File: config.mk
export PLATFORM = sky130hd
export DESIGN_NAME = wb_byte_master
export DESIGN_NICKNAME = d
export VERILOG_FILES = /design/src/rtl/wb_master_pkg.sv /design/src/rtl/wb_timeout_counter.sv /design/src/rtl/wb_byte_master.sv
export SDC_FILE = /design/constraint.sdc
export NUM_CORES = 1
export LEC_CHECK = 0
export CORE_ASPECT_RATIO = 0.9
export CORE_MARGIN = 3
export CORE_UTILIZATION = 50
export CTS_CLUSTER_SIZE = 16
export DETAILED_ROUTE_END_ITERATION = 7
export GPL_ROUTABILITY_DRIVEN = 0
export HOLD_SLACK_MARGIN = 0.15
export MAX_ROUTING_LAYER = met4
export PLACE_DENSITY = 0.77
export SETUP_SLACK_MARGIN = 0.3
export SYNTH_ARGS = -nofsm -noshare
export SYNTH_HDL_FRONTEND = slang
export SYNTH_HIERARCHICAL = 1
export SYNTH_SLANG_ARGS = --single-unit
export TNS_END_PERCENT = 50
File: constraint.sdc
create_clock -name clk -period 7.4 [get_ports clk]
set_clock_uncertainty 0.15 [all_clocks]
set_input_delay 1.48 -clock clk [delete_from_list [all_inputs] [get_ports clk]]
set_output_delay 1.48 -clock clk [all_outputs]
set_load 0.05 [all_outputs]
File: src/rtl/wb_master_pkg.sv
// Shared opcodes, response constants and FSM encoding for the byte-stream
// Wishbone master.
package wb_master_pkg;

  localparam logic [3:0] OP_SETADDR = 4'h1;
  localparam logic [3:0] OP_WRITE   = 4'h2;
  localparam logic [3:0] OP_READ    = 4'h3;
  localparam logic [3:0] OP_PING    = 4'h4;
  localparam logic [3:0] OP_STATUS  = 4'h5;

  localparam logic [7:0] PING_RESP       = 8'hA5;
  localparam logic [7:0] RD_TIMEOUT_DATA = 8'hFF;

  typedef enum logic [3:0] {
    ST_IDLE,
    ST_ADDR0,
    ST_ADDR1,
    ST_ADDR2,
    ST_LEN,
    ST_WDATA,
    ST_WBUS,
    ST_RBUS,
    ST_TXWAIT
  } state_t;

  // States in which the host byte stream is allowed to advance.
  function automatic logic accepts_rx(state_t s);
    return s inside {ST_IDLE, ST_ADDR0, ST_ADDR1, ST_ADDR2, ST_LEN, ST_WDATA};
  endfunction

endpackage

File: src/rtl/wb_timeout_counter.sv
// Ack-wait down-counter: loaded when a strobe starts, expires after
// timeout_cycles strobe cycles without an ack.
module wb_timeout_counter #(
  parameter int unsigned timeout_cycles = 255
) (
  input  logic clk,
  input  logic reset,
  input  logic load,
  input  logic run,
  output logic expired
);

  logic [7:0] cnt;

  // Reload at strobe start, count down while the strobe is held.
  always_ff @(posedge clk) begin
    if (reset) begin
      cnt <= 8'd0;
    end else if (load) begin
      cnt <= 8'(timeout_cycles - 1);
    end else if (run && cnt != 8'd0) begin
      cnt <= cnt - 8'd1;
    end
  end

  assign expired = (cnt == 8'd0);

endmodule

File: src/rtl/wb_byte_master.sv
// Byte-command to Wishbone classic bridge.
//
//   state     | meaning
//   ----------+-----------------------------------------------------
//   IDLE      | waiting for a command byte
//   ADDR0..2  | collecting address bytes, MSB first
//   LEN       | collecting length byte L (L+1 transfers follow)
//   WDATA     | waiting for next write data byte
//   WBUS      | Wishbone write: one idle cycle, then strobe until ack/timeout
//   RBUS      | Wishbone read: one idle cycle, then strobe until ack/timeout
//   TXWAIT    | response byte presented, waiting for tx_ready
module wb_byte_master
  import wb_master_pkg::*;
#(
  parameter int unsigned timeout_cycles = 255
) (
  input  logic        clk,
  input  logic        reset,
  input  logic [0:7]  rx_data,
  input  logic        rx_valid,
  output logic        rx_ready,
  output logic [0:7]  tx_data,
  output logic        tx_valid,
  input  logic        tx_ready,
  output logic [0:23] wb_adr_o,
  output logic [0:7]  wb_dat_o,
  output logic        wb_we_o,
  output logic [0:0]  wb_sel_o,
  output logic        wb_stb_o,
  output logic        wb_cyc_o,
  input  logic [0:7]  wb_dat_i,
  input  logic        wb_ack_i,
  output logic        bus_error
);

  state_t      state, state_next;
  logic [23:0] addr_q;
  logic [7:0]  count_q, dat_q, tx_data_q;
  logic [3:0]  op_q;
  logic        cyc_q, we_q, tx_valid_q, rx_ready_q, bus_error_q;

  logic [7:0]  rx_byte, rd_byte;
  logic [3:0]  rx_op;
  logic        rx_fire, tx_fire, bus_start, bus_end, bus_tmo, tmo_expired;

  assign rx_byte = rx_data;
  assign rd_byte = wb_dat_i;
  assign rx_op   = rx_byte[7:4];

  wb_timeout_counter #(.timeout_cycles(timeout_cycles)) u_tmo (
    .clk     (clk),
    .reset   (reset),
    .load    (bus_start),
    .run     (cyc_q),
    .expired (tmo_expired)
  );

  // Next-state decode plus the per-cycle control strobes used by the datapath.
  always_comb begin
    state_next = state;
    rx_fire    = rx_valid && rx_ready_q;
    tx_fire    = tx_valid_q && tx_ready;
    bus_start  = 1'b0;
    bus_end    = cyc_q && (wb_ack_i || tmo_expired);
    bus_tmo    = cyc_q && !wb_ack_i && tmo_expired;
    case (state)
      ST_IDLE: begin
        if (rx_fire) begin
          case (rx_op)
            OP_SETADDR:          state_next = ST_ADDR0;
            OP_WRITE, OP_READ:   state_next = ST_LEN;
            OP_PING, OP_STATUS:  state_next = ST_TXWAIT;
            default:             state_next = ST_IDLE;
          endcase
        end
      end
      ST_ADDR0: if (rx_fire) state_next = ST_ADDR1;
      ST_ADDR1: if (rx_fire) state_next = ST_ADDR2;
      ST_ADDR2: if (rx_fire) state_next = ST_IDLE;
      ST_LEN:   if (rx_fire) state_next = (op_q == OP_READ) ? ST_RBUS : ST_WDATA;
      ST_WDATA: if (rx_fire) state_next = ST_WBUS;
      ST_WBUS: begin
        if (!cyc_q)       bus_start  = 1'b1;
        else if (bus_end) state_next = (count_q == 8'd0) ? ST_IDLE : ST_WDATA;
      end
      ST_RBUS: begin
        if (!cyc_q)       bus_start  = 1'b1;
        else if (bus_end) state_next = ST_TXWAIT;
      end
      ST_TXWAIT: begin
        if (tx_fire)
          state_next = (op_q == OP_READ && count_q != 8'd0) ? ST_RBUS : ST_IDLE;
      end
      default: state_next = ST_IDLE;
    endcase
  end

  // FSM state register.
  always_ff @(posedge clk) begin
    if (reset) state <= ST_IDLE;
    else       state <= state_next;
  end

  // Address/length/data registers, bus handshake and response path.
  always_ff @(posedge clk) begin
    if (reset) begin
      addr_q      <= 24'd0;
      count_q     <= 8'd0;
      dat_q       <= 8'd0;
      tx_data_q   <= 8'd0;
      op_q        <= 4'd0;
      cyc_q       <= 1'b0;
      we_q        <= 1'b0;
      tx_valid_q  <= 1'b0;
      rx_ready_q  <= 1'b0;
      bus_error_q <= 1'b0;
    end else begin
      we_q       <= (state_next == ST_WBUS);
      rx_ready_q <= accepts_rx(state_next);

      if (rx_fire) begin
        case (state)
          ST_IDLE: begin
            op_q <= rx_op;
            if (rx_op == OP_PING) begin
              tx_data_q  <= PING_RESP;
              tx_valid_q <= 1'b1;
            end else if (rx_op == OP_STATUS) begin
              tx_data_q  <= {bus_error_q, 7'b0};
              tx_valid_q <= 1'b1;
            end
          end
          ST_ADDR0: addr_q[23:16] <= rx_byte;
          ST_ADDR1: addr_q[15:8]  <= rx_byte;
          ST_ADDR2: addr_q[7:0]   <= rx_byte;
          ST_LEN:   count_q       <= rx_byte;
          ST_WDATA: dat_q         <= rx_byte;
          default: ;
        endcase
      end

      if (bus_start) cyc_q <= 1'b1;

      if (bus_end) begin
        cyc_q  <= 1'b0;
        addr_q <= addr_q + 24'd1;
        if (state == ST_RBUS) begin
          tx_data_q  <= wb_ack_i ? rd_byte : RD_TIMEOUT_DATA;
          tx_valid_q <= 1'b1;
        end
        if (state == ST_WBUS && count_q != 8'd0) count_q <= count_q - 8'd1;
      end

      if (tx_fire) begin
        tx_valid_q <= 1'b0;
        if (op_q == OP_READ && count_q != 8'd0) count_q <= count_q - 8'd1;
        if (op_q == OP_STATUS) bus_error_q <= 1'b0;
      end

      // A new timeout outranks a STATUS clear landing in the same cycle.
      if (bus_tmo) bus_error_q <= 1'b1;
    end
  end

  assign rx_ready  = rx_ready_q;
  assign tx_data   = tx_data_q;
  assign tx_valid  = tx_valid_q;
  assign wb_adr_o  = addr_q;
  assign wb_dat_o  = dat_q;
  assign wb_we_o   = we_q;
  assign wb_sel_o  = cyc_q;
  assign wb_stb_o  = cyc_q;
  assign wb_cyc_o  = cyc_q;
  assign bus_error = bus_error_q;

endmodule

Word level (Yosys, flattened, before mapping)

Cells that the tools add are included.

Divide/modulo/power cells: 0
Shift operators: 0
$mul: 0
Multiplexer cells: 47
Bitwise logic cells: 0
Eq/ne operators: 21
Order comparisons: 0
Add/subtract/negate cells: 3
Reduce and logical (&&, ||, !) cells: 36

Operator list:

| cell                                                                | number |
|---|---|
| 8-bit 2-to-1 mux                                                    | 18 |
| 24-bit 2-to-1 mux                                                   | 2 |
| 4-bit 2-to-1 mux                                                    | 11 |
| 4-bit by 3-bit == test with 1-bit output (second input constant)    | 10 |
| 4-bit case mux with 9 select lines                                  | 1 |
| 4-bit by 2-bit == test with 1-bit output (second input constant)    | 7 |
| 24-bit by 1-bit adder with 24-bit output (second input constant)    | 1 |
| 8-bit zero test                                                     | 2 |
| 8-bit nonzero test                                                  | 2 |
| 8-bit by 1-bit subtractor with 8-bit output (second input constant) | 2 |
| 2-bit nonzero test                                                  | 7 |
| 4-bit by 1-bit == test with 1-bit output (second input constant)    | 3 |
| 4-bit case mux with 3 select lines                                  | 1 |
| 2-bit AND reduction                                                 | 6 |
| 2-bit OR reduction                                                  | 6 |
| 1-bit 2-to-1 mux                                                    | 11 |
| 1-bit logical AND                                                   | 8 |
| 4-bit zero test                                                     | 2 |
| 3-bit 2-to-1 mux                                                    | 2 |
| 6-bit nonzero test                                                  | 1 |
| 4-bit == test (second input constant)                               | 1 |
| 2-bit 2-to-1 mux                                                    | 1 |
| 1-bit zero test                                                     | 1 |
| 1-bit logical OR                                                    | 1 |

Latch bits: 0
Register bits: 69
Memory bits (read-only): 0
Word-level logic and storage cells: 122
Memories: 0
Output and inout bits: 47
Memory bits (writable): 0

Depth between registers and ports, before layout

Word-level depth: 8
Mapped depth: 11
Mapped depth without buffers: 9

Modules after synthesis

The synthesis kept the hierarchy.

Modules (own cells, without submodules):

| module             | times used | sequential area each (µm²) | cells an instance | area an instance (µm²) |
|---|---|---|---|---|
| wb_byte_master     | 1          | 1221.2                     | 384               | 3156.8 |
| wb_timeout_counter | 1          | 160.2                      | 49                | 452.9 |

Worst setup path after synthesis

Ideal clock, no wire load.

Kind: input to register
Start: in wb_ack_i
End: reg addr_q[20] (netlist: wb_adr_o[3])
Setup slack: 4.178 ns
Required time: 7.176 ns
Arrival time: 2.997 ns
Stages: 6
Path buffers: 1
Path through: o21ai_1 > buf_2 > or3_1 > or3_1 > or3_1 > a31oi_1

Cells in the longest elaborated chain, start to end: 4
Elaborated cells between the ends (all ways): 6
Those cells by class: 1 x mux; 5 x reduce/logical

Ends and longest elaborated chain:

| what                                 | line                  | source |
|---|---|---|
| start, declared                      | wb_byte_master.sv:32  | `input logic wb_ack_i,` |
| 1-bit logical OR (*)                 | wb_byte_master.sv:64  | `bus_end = cyc_q && (wb_ack_i \|\| tmo_expired);` |
| 1-bit logical AND (*)                | wb_byte_master.sv:64  |  |
| 2-bit nonzero test (no source line)  | n/a                   |  |
| 2-bit AND reduction (no source line) | n/a                   |  |
| end signal, assigned                 | wb_byte_master.sv:133 | `ST_ADDR0: addr_q[23:16] <= rx_byte;` |
| end signal, assigned                 | wb_byte_master.sv:146 | `addr_q <= addr_q + 24'd1;` |
| end, declared                        | wb_byte_master.sv:37  | `logic [23:0] addr_q;` |

Every way passes the cells marked *; elsewhere a longest branch is shown, timed or not.
A chain may end at the register's enable or synchronous reset.

Worst setup path after layout

Start: in wb_ack_i
End: reg addr_q[17] (netlist: wb_adr_o[6])

Same word-level chain as after synthesis.

==> impl_metrics.tcl <==
set metrics [dict create \
    whs_ns 0.317 \
    diodes 0 \
    antenna_found_initial 0 \
    first_global_vias 3357 \
    max_stage_delay_ns 0.85 \
    cts_resized 0 \
    crit_buf_inv 2 \
    pre_cts_ws_ns 3.17 \
    ctsHoldBuffers 0 \
    crit_slowest_cell "nor4_1" \
    post_cts_buffers 0 \
    ys.flop_type "dfxtp_1" \
    critPathMaxFanout 20 \
    worstSetupEndpointType "flip-flop" \
    yosysWarnings 6 \
    fin_setup_tns_ns 0 \
    drt_wl_total_um 10200 \
    post-route-period-util_pct 54.0 \
    drc 0 \
    fin_ws_ns 3.40 \
    firstDrtPassIters 5 \
    worstPathRequired_ns 7.49 \
    syn-num-nets 458 \
    globalRouteTotalUtil_pct 26.3 \
    hold_path.class "reg2reg" \
    synthCells 433 \
    worst_pin_slew_ns 0.971 \
    drtIter0Drc 311 \
    yosysSeqAreaShare_pct 38.3 \
    port_buffers 67 \
    clkLatencyLatePin_ns 0.33 \
    cts_tree "yes" \
    grt_pass1_wl_um 16700 \
    fin_nets 515 \
    ir_worst_vdd_v 0.000143 \
    slew_headroom_pct 34.7 \
    cts.reportedPaths.clkPinSlew_ns 0.07 \
    cts_sinks 69 \
    fillerInstances 603 \
    clock-root-buffer "clkbuf_8" \
    max-clock-path-buffers 2 \
    critical_path_class "in2reg" \
    synth-edff-count 0 \
    ant_nets 0 \
    overflow 0 \
    via_per_inst 6.31 \
    power.leakage_nw 1.48 \
    area_delta_synth_final_pct 24.1 \
    finalHoldViolCount 0 \
    cts-buffers-inserted 9 \
    fmaxAchievable_mhz 250 \
    dpl.hpwl_um 7060 \
    grt_start_max_net_pins 68 \
    start_util_pct 53.1 \
    die_x_um 95.6 \
    ctsHtreeMaxLevel 3 \
    die_area_um2 8280 \
    setup_violations 0 \
    max_cap_violations 0 \
    cp.arrival_ns 4.09 \
    crit_family "simple AND/OR/NAND/NOR gates" \
    drv_slew 0 \
    drive_above_1_share_pct 7.51 \
    status "finished clean" \
    io_pins 68 \
    post_synth.cell_area_avg_um2 8.34 \
    final_cell_mix "dfxtp_1 (69), clkdlybuf4s50_1 (66), nor2_1 (44)" \
    startpoint_type "input port" \
    powerDensity_nw_per_um2 155 \
    path_cells "clkdlybuf4s50_1 -> o21ai_1 -> buf_4 -> nor4_1 -> and4bb_2 -> a211oi_1 -> a311oi_1" \
    yosysUniqueCellTypes 64 \
    ys_ff_latch 69 \
    rows 28 \
    fin_crit_ns 4.00 \
    syn-cell-area_um2 3610 \
    fin_util_pct 65.9 \
    async_reset_ff_share_pct 0 \
    die_h_um 86.6 \
    rsz0062_at_grt "no" \
    vias 3676 \
    core-area_um2 6800 \
    final_common_cell "dfxtp_1" \
    fin_total_pwr_mw 0.693 \
    wire_per_inst_um 17.6 \
]
-- synthesized netlist by cell type, drive strengths merged, types with 7 or more instances --
cell	instances	area share, %
or3	7	1.2
mux2i	10	2.8
a211oi	16	3.3
nor2	44	4.6
and3	9	1.6
inv	13	1.4
o21ai	10	1.4
nand2b	7	1.2
nor3	26	3.9
a21oi	26	3.6
nor4	7	1.6
clkbuf	18	1.9
nand3	19	2.6
nand2	33	3.4
a311oi	8	2.3
dfxtp	69	38
a31oi	12	2.1
nor3b	8	1.7
buf	7	1.0
-- final timing paths --
path / start / to / slack (ns) / cells past startpoint
worst max-delay path: wb_ack_i / wb_adr_o[6]$_SDFFE_PP0P_ / 3.40 / 7
worst min-delay path: op_q[0]$_SDFFE_PP0P_ / op_q[0]$_SDFFE_PP0P_ / 0.32 / 2
worst max register to register: u_tmo/cnt[0]$_SDFFE_PP0P_ / wb_adr_o[6]$_SDFFE_PP0P_ / 3.80 / 10
worst min register to register: op_q[0]$_SDFFE_PP0P_ / op_q[0]$_SDFFE_PP0P_ / 0.32 / 2
-- cell families after synthesis --
kind of cell / share of synthesized area (%)
AO/OA/AOI/OAI: 23.5
XOR/XNOR: 1.21
adder cells (fa/ha/maj): 1.39
buffers and inverters: 4.26
flip-flops: 38.3
multiplexers: 3.40
AND/OR/NAND/NOR: 27.9
-- layout make-up --
cell class / count / area (µm²) / share of cell area [%]
Multi-Input combinational cell: 326 / 2070 / 46.3
Clock buffer: 12 / 155 / 3.46
Inverter: 13 / 48.8 / 1.09
Timing Repair Buffer: 71 / 696 / 15.5
Tap cell: 90 / 113 / 2.51
Sequential cell: 69 / 1380 / 30.8
Clock inverter: 2 / 10.0 / 0.224
-- worst register-to-register path, stage by stage, from the launching register on --
cell and delay [ns]:
dfxtp_1 0.35, inv_1 0.09, ha_1 0.17, or3b_2 0.52, nor2_1 0.22, o21ai_1 0.11, buf_4 0.23, nor4_1 0.86
and4bb_2 0.44, a211oi_1 0.09, a311oi_1 0.26
-- per-stage QoR --
stage / cell area, µm² / std cells
finish: 4480 / 583
global route: 4480 / 583
CTS: 4480 / 583
detailed placement: 4310 / 569
global placement: 4310 / 569
floorplan: 3610 / 433
-- sequential cells by signal, indices dropped and copies added (netlist names) --
register,cells
count_q,8
wb_we_o,1
wb_dat_o,8
state,4
wb_adr_o,24
bus_error,1
op_q,4
wb_cyc_o,1
rx_ready,1
u_tmo/cnt,8
tx_valid,1
tx_data,8
-- report_power, final --
part           internal (mW)  switching, mW  total (mW)
Combinational         0.0198         0.0286      0.0484
Sequential             0.374        0.00338       0.377
Clock                  0.135          0.132       0.268
-- layer usage --
metal | wire length [µm] | global-route usage (%) | vias up
met5 | 0 | - | -
met4 | 101 | 6.07 | 0
met3 | 901 | 6.08 | 13
met2 | 4570 | 38.5 | 184
met1 | 4660 | 36.8 | 1731
li1 | - | - | 1748
Note: power is estimated with default switching activity, not from simulation.
